==> src/rtl/serial_add_ctrl.sv <==
// serial_add_ctrl: bit-serial adder controller driving an external 1-bit full adder, LSB first.
module serial_add_ctrl #(
   parameter int WIDTH = 8
) (
   input  logic             clk,
   input  logic             rst_n,
   input  logic             in_valid,
   output logic             in_ready,
   input  logic [WIDTH-1:0] a,
   input  logic [WIDTH-1:0] b,
   input  logic             c_in,
   output logic             fa_a,
   output logic             fa_b,
   output logic             fa_cin,
   input  logic             fa_sum,
   input  logic             fa_cout,
   output logic             out_valid,
   input  logic             out_ready,
   output logic [WIDTH-1:0] sum,
   output logic             c_out,
   output logic             ovf
);
   localparam int CW = $clog2(WIDTH);
   localparam logic [CW-1:0] LAST = CW'(WIDTH - 1);
   typedef enum logic [1:0] {IDLE, RUN, DONE} state_t;
   state_t state;
   logic [WIDTH-1:0] a_sh, b_sh, sum_sh;
   logic [CW-1:0] cnt;
   logic carry, cmsb;
   always_ff @(posedge clk or negedge rst_n) begin
      if (!rst_n) begin
         state  <= IDLE;
         a_sh   <= '0;
         b_sh   <= '0;
         sum_sh <= '0;
         cnt    <= '0;
         carry  <= 1'b0;
         cmsb   <= 1'b0;
      end else begin
         case (state)
            IDLE: if (in_valid) begin
               a_sh   <= a;
               b_sh   <= b;
               carry  <= c_in;
               cnt    <= '0;
               sum_sh <= '0;
               state  <= RUN;
            end
            RUN: begin
               sum_sh <= {fa_sum, sum_sh[WIDTH-1:1]};
               a_sh   <= a_sh >> 1;
               b_sh   <= b_sh >> 1;
               carry  <= fa_cout;
               // cnt parks at its last value instead of wrapping on the final bit
               if (cnt == LAST) begin
                  cmsb  <= carry;
                  state <= DONE;
               end else
                  cnt <= cnt + CW'(1);
            end
            DONE: if (out_ready) state <= IDLE;
            default: state <= IDLE;
         endcase
      end
   end
   always_comb begin
      in_ready  = state == IDLE;
      out_valid = state == DONE;
      fa_a      = state == RUN ? a_sh[0] : 1'b0;
      fa_b      = state == RUN ? b_sh[0] : 1'b0;
      fa_cin    = state == RUN ? carry : 1'b0;
      sum       = state == DONE ? sum_sh : '0;
      c_out     = state == DONE ? carry : 1'b0;
      ovf       = state == DONE ? cmsb ^ carry : 1'b0;
   end
endmodule

==> config.mk <==
export PLATFORM = sky130hd
export DESIGN_NAME = serial_add_ctrl
export DESIGN_NICKNAME = d
export VERILOG_FILES = /design/src/rtl/serial_add_ctrl.sv
export SDC_FILE = /design/constraint.sdc
export NUM_CORES = 1
export LEC_CHECK = 0
export ABC_AREA = 1
export CAP_MARGIN = 15
export CORE_ASPECT_RATIO = 0.7
export CORE_UTILIZATION = 28
export CTS_BUF_LIST = sky130_fd_sc_hd__clkbuf_8
export CTS_CLUSTER_DIAMETER = 100
export DETAILED_ROUTE_END_ITERATION = 6
export PLACE_DENSITY = 0.55
export SLEW_MARGIN = 0
export SYNTH_ARGS = -nofsm -noshare
export SYNTH_HDL_FRONTEND = slang
export SYNTH_SLANG_ARGS = --single-unit
==> constraint.sdc <==
create_clock -name clk -period 1.3 [get_ports clk]
set_input_delay 0.26 -clock clk [delete_from_list [all_inputs] [get_ports clk]]
set_output_delay 0.26 -clock clk [all_outputs]
set_load 0.02 [all_outputs]
==> results by group, run 1 <==
Synthesis
  • Adder-cell area share of the yosys netlist: under 10%
  • Asr flop ratio synth: 100%
  • Mapped cell area: about 1500 sq um
  • XOR/XNOR share of the synthesized area: 0.568%
  • Mapped Nets: 233
  • Dominant synthesized flop cell: dfrtp_1
  • YS warnings: 0
  • Post-Syn Area per Cell: 7.41 sq um
  • Yosys cell types: 15
  • Compound-Gate Fraction of Synth Area: 3.98%
  • Cell with the most instances after synthesis: nand2_1
  • Area contributors post-synth: dfrtp_1 50%, nand2_1 25%, nand3_1 6.5%
  • FF+latch count, synth: 31
  • Syn Inst Count: 208
  • Share of the yosys chip area belonging to registers: 50.3%
  • Multiplexer share of the synthesized area: 0%
  • Synth top area share: 50.3%
  • Synth cell count leaders: 101 x nand2_1, 31 x dfrtp_1, 20 x nand3_1, 16 x nor2_1, 15 x inv_1
  • Post-synthesis simple-gate area fraction: 35.4%
  • Largest area contributor in the netlist: dfrtp_1
  • Main combinational cell family by area after synthesis: simple AND/OR/NAND/NOR gates
  • EDFF count, synth: 0

GRT
  • Global Route Usage Sum: 13.6%
  • Initial antenna violation count: 0
  • Pin count of the biggest net entering global routing: 32
  • First-pass GRT wire length: roughly 6100 um
  • GRT overflow: 0
  • Vias in the first global route: 1250

Placed design
  • Post-placement setup slack: -0.381 ns
  • Cell Area, Placed: 2070 sq um
  • Routability-driven placement congestion ratio: approximately 0.74
  • Post-Place Cells: ~320
  • Port bufs: 37
  • DPL Wire Length: between 2000 and 2500 um

CTS
  • CTS tree: yes
  • Worst-Skew Late Latency: 0.28 ns
  • CTS Buffer Depth: 2
  • Clock transition at path regs: 0.07 ns
  • Root buf cell: clkbuf_8
  • TritonCTS Buffers: 5
  • CTS Sinks: 31
  • H-tree depth: 2

Die
  • Number of I/O pins: 38
  • Die footprint: roughly 5800 sq um
  • DIE WIDTH: 90.7 um
  • Core area: 5260 sq um
  • Die height: 64.1 um
  • Initial core utilization: between 20% and 30%
  • Std-Cell Rows: 22

Drt
  • DRC viols: 0
  • DRT Wirelength: between 4000 and 5000 um
  • Vias per std cell: between 4 and 5
  • DR iter-0 viols: 50
  • Post-DRT Antenna Nets: 0
  • Vias post-DR: 1481
  • Initial DRT Pass Iterations: 4
  • Drt wl/cell: between 10 and 15 um

Status
  • Outcome: finished with violations
  • Failing checks: negative setup slack

Timing
  • Rel. slew slack: 84.1%
  • Fin crit share: 115%
  • Fin worst setup slack: -0.189 ns
  • Hold Vio Cnt, Final: 0
  • Fin. max-slew vios: 0
  • Clk_skew: between 0.005 and 0.006 ns
  • RSZ-0062 raised after global routing: yes
  • Worst Tran Pin Value: ~0.24 ns
  • Fin crit period: 1.49 ns
  • Final setup vio count: 40
  • Fmax: 672 MHz

Setup path
  • Critical path class: reg2out
  • Required time worst endpoint: between 1 and 1.5 ns
  • Critical Path Start Type: flop
  • Data arrival, critical path: 1.23 ns
  • Crit path max fanout: 5
  • Critical path endpoint category: primary output

Flow run
  • Max cap viols: 0

Pwr
  • Worst vdd ir: ~0.00077 V
  • Pwr Density: about 2100 nW/um^2
  • P_leak: 1.28 nW

Final layout
  • FF+latch area: 776 sq um
  • Layout area overhead: 65.7%
  • Multi-input logic area: roughly 800 sq um
  • Fill cells: around 500
  • Final Cell Area: 2550 sq um
  • Final Non-Filler Cells: 345
  • Nets: 297
  • Ant. Diodes: 0
  • Share of layout cells above drive strength 1: 29.7%

Min path
  • HP Class: in2async
-- path summary, 6_finish.rpt --
kind / endpoint / slack (ns) / startpoint / depth (start not counted)
hold / removal: a_sh[1]$_DFFE_PN0P_ / 0.34 / rst_n / 2
setup reg to reg: b_sh[3]$_DFFE_PN0P_ / -0.05 / state[1]$_DFFE_PN0P_ / 8
max in group asynchronous: b_sh[1]$_DFFE_PN0P_ / 0.78 / rst_n / 2
setup / recovery: sum[7] / -0.19 / state[0]$_DFFE_PN0P_ / 5
min in group clk: sum_sh[7]$_DFFE_PN0P_ / 0.47 / sum_sh[7]$_DFFE_PN0P_ / 2
hold reg to reg: sum_sh[7]$_DFFE_PN0P_ / 0.47 / sum_sh[7]$_DFFE_PN0P_ / 2
-- per-layer routing --
layer / vias up / global-route usage (%) / routed length, um
met4: 0 / 4.84 / 36
met3: 5 / 4.40 / 168
met2: 27 / 19.1 / 1850
li1: 765 / - / -
met1: 684 / 19.2 / 2090
met5: - / 0 / 0
-- state kept, by name, summed over array words and instances, names as in the netlist --
| name | cells |
|---|---|
| a_sh | 8 |
| b_sh | 8 |
| sum_sh | 8 |
| cnt | 3 |
| state | 2 |
| carry | 1 |
| cmsb | 1 |
-- layout by cell type (no fill, tap or decap) --
master	synthesis	routed
o21ai_2	0	1
ha_1	2	1
o21ai_4	1	1
nor2_1	16	1
xnor2_1	1	1
nand2_4	0	1
buf_6	1	20
nand2_1	101	94
clkinv_2	0	1
nand2_8	0	1
inv_1	15	16
clkbuf_16	0	2
buf_8	0	4
dfrtp_1	31	31
clkdlybuf4s50_1	0	22
buf_4	4	15
inv_8	0	1
clkbuf_8	0	5
inv_4	0	1
ha_2	0	1
nor2_4	0	15
o21ai_0	8	2
nand3_2	0	2
nand2_2	1	6
nand3_1	20	18
inv_2	2	1
buf_12	0	3
o21ai_1	1	6
-- worst max-delay path: stages, from the launching register on --
cell,delay [ns]
dfrtp_1,0.41
inv_2,0.09
nand2_4,0.07
clkbuf_16,0.17
nor2_4,0.08
buf_6,0.12
-- cell type report --
type | count | area share, %
clock inverters | 3 | 0.490
well taps | 72 | 3.53
repair buffers | 66 | 28.5
flip-flops and latches | 31 | 30.4
clock buffers | 5 | 2.69
inverters | 17 | 2.89
multi-input cells | 151 | 31.5
-- through the flow --
step	hold WS [ns]	util [%]	total power, mW	setup TNS (ns)
finish	0.344	48.6	5.32	-3.26
CTS	0.352	41.5	4.54	-2.80
floorplan	-0.0356	-	2.99	-0.638
global route	0.355	48.6	5.74	-5.96
global placement	0.455	39.4	3.66	-5.84
detailed placement	0.459	39.4	3.67	-5.98
-- report_power, final --
group / leakage [nW] / internal [mW] / total (mW) / switching (mW)
clock network: 0.0505 / 0.359 / 0.718 / 0.359
logic: 0.837 / 1.38 / 2.97 / 1.59
registers: 0.396 / 1.38 / 1.63 / 0.243
-- cells by family (layout without fill, tap and decap cells) --
logic type / Yosys count / in the layout
and+or+nand+nor: 138 / 138
DFF: 31 / 31
buffers and inverters: 26 / 91
AOI/OAI and AO/OA: 10 / 10
adders and majority gates: 2 / 2
xor gates and xnor gates: 1 / 1
-- what timing repair did --
action,CTS,global route
resized for setup,92,69
hold buffers,0,0
pin swaps,3,9
buffers inserted,2,11
cloned,0,2
hold endpoints to repair,0,0
endpoints found under the setup margin,40,43
Note: power is estimated with default switching activity, not from simulation.
==> run 2: changes to the inputs <==
SETUP_SLACK_MARGIN = 0.3   (was not set)
clock period = 1.5 ns   (was 1.3 ns; I/O delays follow)
==> results by group, run 2 (same netlist as run 1, synthesis figures left out) <==
GRT
  • Grt met3 use: 4.52% (was 4.40%)
  • Met2 GRT Util: 19.6% (was 19.1%)
  • First-pass GRT wire length: 6480 um (was 6090 um)
  • Pin count of the biggest net entering global routing: 32 (unchanged)
  • Initial antenna violation count: 0 (unchanged)
  • Vias in the first global route: 1322 (was 1250)
  • GR Util met1: 21.8% (was 19.2%)
  • GRT overflow: 0 (unchanged)
  • Grt peak-use layer: met1 (unchanged)
  • Global Route Usage Sum: 14.8% (was 13.6%)

Pwr
  • Pwr Density: 1800 nW/um^2 (was 2080 nW/um^2)
  • Switching Fraction: 41.6% (was 41.2%)
  • Worst vdd ir: 0.000634 V (was 0.000775 V)
  • P_leak: 1.25 nW (was 1.28 nW)
  • Clock Power Share: 14.0% (was 13.5%)
  • Sw power: 1.89 mW (was 2.19 mW)
  • Combinational share of power: 55.3% (was 55.9%)
  • Int Pwr: 2.66 mW (was 3.13 mW)
  • Flop pwr share: 30.7% (was 30.6%)
  • Pwr Total: 4.55 mW (was 5.32 mW)

Drt
  • Vias post-DR: 1463 (was 1481)
  • DR iter-0 viols: 65 (was 50)
  • Drt wl/cell: 11.5 um (was 12.0 um)
  • Initial DRT Pass Iterations: 4 (unchanged)
  • Post-DRT Antenna Nets: 0 (unchanged)
  • Vias per std cell: 4.30 (was 4.29)
  • DRT Wirelength: 3910 um (was 4150 um)
  • DRC viols: 0 (unchanged)

CTS
  • CTS Sinks: 31 (unchanged)
  • TritonCTS Buffers: 5 (unchanged)
  • H-tree depth: 2 (unchanged)
  • Worst-Skew Late Latency: 0.29 ns (was 0.28 ns)
  • CTS tree: yes (unchanged)
  • Root buf cell: clkbuf_8 (unchanged)
  • Clock transition at path regs: 0.07 ns (about the same)
  • CTS Buffer Depth: 2 (unchanged)

Status
  • Outcome: finished with violations (unchanged)
  • Failing checks: negative setup slack (unchanged)

Timing
  • Fin crit share: 101%
  • Fin crit period: about 1.5 ns
  • Worst Tran Pin Value: 0.236 ns (was 0.237 ns)
  • RSZ-0062 raised after global routing: yes (unchanged)
  • Fmax: 657 MHz
  • Setup Total Neg Slack: -0.135 ns (was -3.26 ns)
  • Fin worst setup slack: -0.0222 ns (was -0.189 ns)
  • Hold Vio Cnt, Final: 0 (unchanged)
  • Clk_skew: 0.00309 ns (was 0.00580 ns)
  • Final setup vio count: 19 (was 40)
  • Rel. slew slack: 84.2% (was 84.1%)
  • Fin. max-slew vios: 0 (unchanged)

Final layout
  • Layout area overhead: 63.6% (was 65.7%)
  • Nets: 292 (was 297)
  • Top flop regs: a_sh (8), b_sh (8), sum_sh (8) (unchanged)
  • Final Cell Area: 2520 sq um (was 2550 sq um)
  • Commonest non-fill, non-tap cell in the layout: nand2_1 (unchanged)
  • Fill cells: 518 (was 502)
  • Ant. Diodes: 0 (unchanged)
  • FF+latch area: 776 sq um (unchanged)
  • Share of layout cells above drive strength 1: 27.6% (was 29.7%)
  • Multi-input logic area: 793 sq um (was 806 sq um)
  • Commonest cells after routing, fill and taps aside: 96 x nand2_1, 31 x dfrtp_1, 22 x clkdlybuf4s50_1, 20 x nand3_1, 18 x buf_6 (was 94 x nand2_1, 31 x dfrtp_1, 22 x clkdlybuf4s50_1, 20 x buf_6, 18 x nand3_1)

Die
  • DIE WIDTH: 90.7 um (unchanged)
  • Std-Cell Rows: 22 (unchanged)
  • Core area: 5260 sq um (unchanged)
  • Number of I/O pins: 38 (unchanged)
  • Initial core utilization: 29.3% (unchanged)
  • Die footprint: 5810 sq um (unchanged)
  • Die height: 64.1 um (unchanged)

Placed design
  • DPL Wire Length: 2490 um (was 2460 um)
  • Routability-driven placement congestion ratio: 0.731 (was 0.737)
  • Cell Area, Placed: 2180 sq um (was 2070 sq um)
  • Port bufs: 37 (unchanged)

Setup path
  • Critical R2R Launch: state[0]$_DFFE_PN0P_ (was state[1]$_DFFE_PN0P_)
  • Data arrival, critical path: 1.22 ns (was 1.23 ns)
  • R2R setup slack: -0.01 ns (was -0.05 ns)
  • Crit path launch: state[0]$_DFFE_PN0P_ (unchanged)
  • Required time worst endpoint: 1.20 ns (was 1.04 ns)
  • Critical path class: reg2out (unchanged)
  • Critical Path Start Type: flop (unchanged)
  • Worst R2R Path Depth: 7 (was 8)
  • Crit path max fanout: 5 (unchanged)
  • Critical path endpoint category: primary output (unchanged)

Min path
  • HP Class: in2async (unchanged)

Flow run
  • Max cap viols: 0 (unchanged)
[run 2: critical path, cell delays in order, from the launching register on]
cell and delay, ns:
dfrtp_1 0.40, inv_2 0.08, nand2_4 0.09, buf_12 0.16
nor2_4 0.08, buf_6 0.12
[run 2: cell type report]
type	count	share of cell area, %
timing repair buffer	60	28.0
tap	72	3.57
clock inverter	3	0.496
sequential	31	30.8
timing repair inverter	1	0.298
clock buffer	5	2.73
multi-input combinational	151	31.4
inverter	17	2.73
[run 2: power groups by stage]
stage / combinational, mW / clock (mW) / sequential [mW]
floorplan: 1.40 / 0 / 1.36
global placement: 1.94 / 0 / 1.39
detailed placement: 1.96 / 0 / 1.40
CTS: 2.34 / 0.648 / 1.40
global route: 2.80 / 0.704 / 1.44
finish: 2.51 / 0.636 / 1.40
[run 2: metal layers]
layer,up-vias,wire (um)
met3,5,153
met4,0,42
li1,755,-
met2,28,1580
met5,-,0
met1,675,2130
[run 2: repair_timing]
action,CTS,global route
setup buffers,5,1
setup endpoints to repair,43,44
resized for setup,112,13
pin swaps,11,5
cloned,2,2
hold buffers,0,0
[run 2: final timing paths]
| path | end |
|---|---|
| max in group asynchronous | cmsb$_DFFE_PN0P_ |
| max reg2reg | b_sh[3]$_DFFE_PN0P_ |
| min | a_sh[5]$_DFFE_PN0P_ |
| min in group clk | a_sh[7]$_DFFE_PN0P_ |
| max | sum[7] |
| min reg2reg | a_sh[7]$_DFFE_PN0P_ |
[run 2: per-stage QoR]
| stage | cells | util (%) | setup slack [ns] | hold WS, ns |
|---|---|---|---|---|
| after floorplan | 208 | - | 0.181 | 0.00441 |
| after global placement | 322 | 41.4 | -0.212 | 0.461 |
| after detailed placement | 322 | 41.4 | -0.231 | 0.460 |
| after CTS | 337 | 46.4 | -0.0260 | 0.378 |
| after global routing | 340 | 48.0 | -0.0766 | 0.392 |
| final | 340 | 48.0 | -0.0222 | 0.366 |
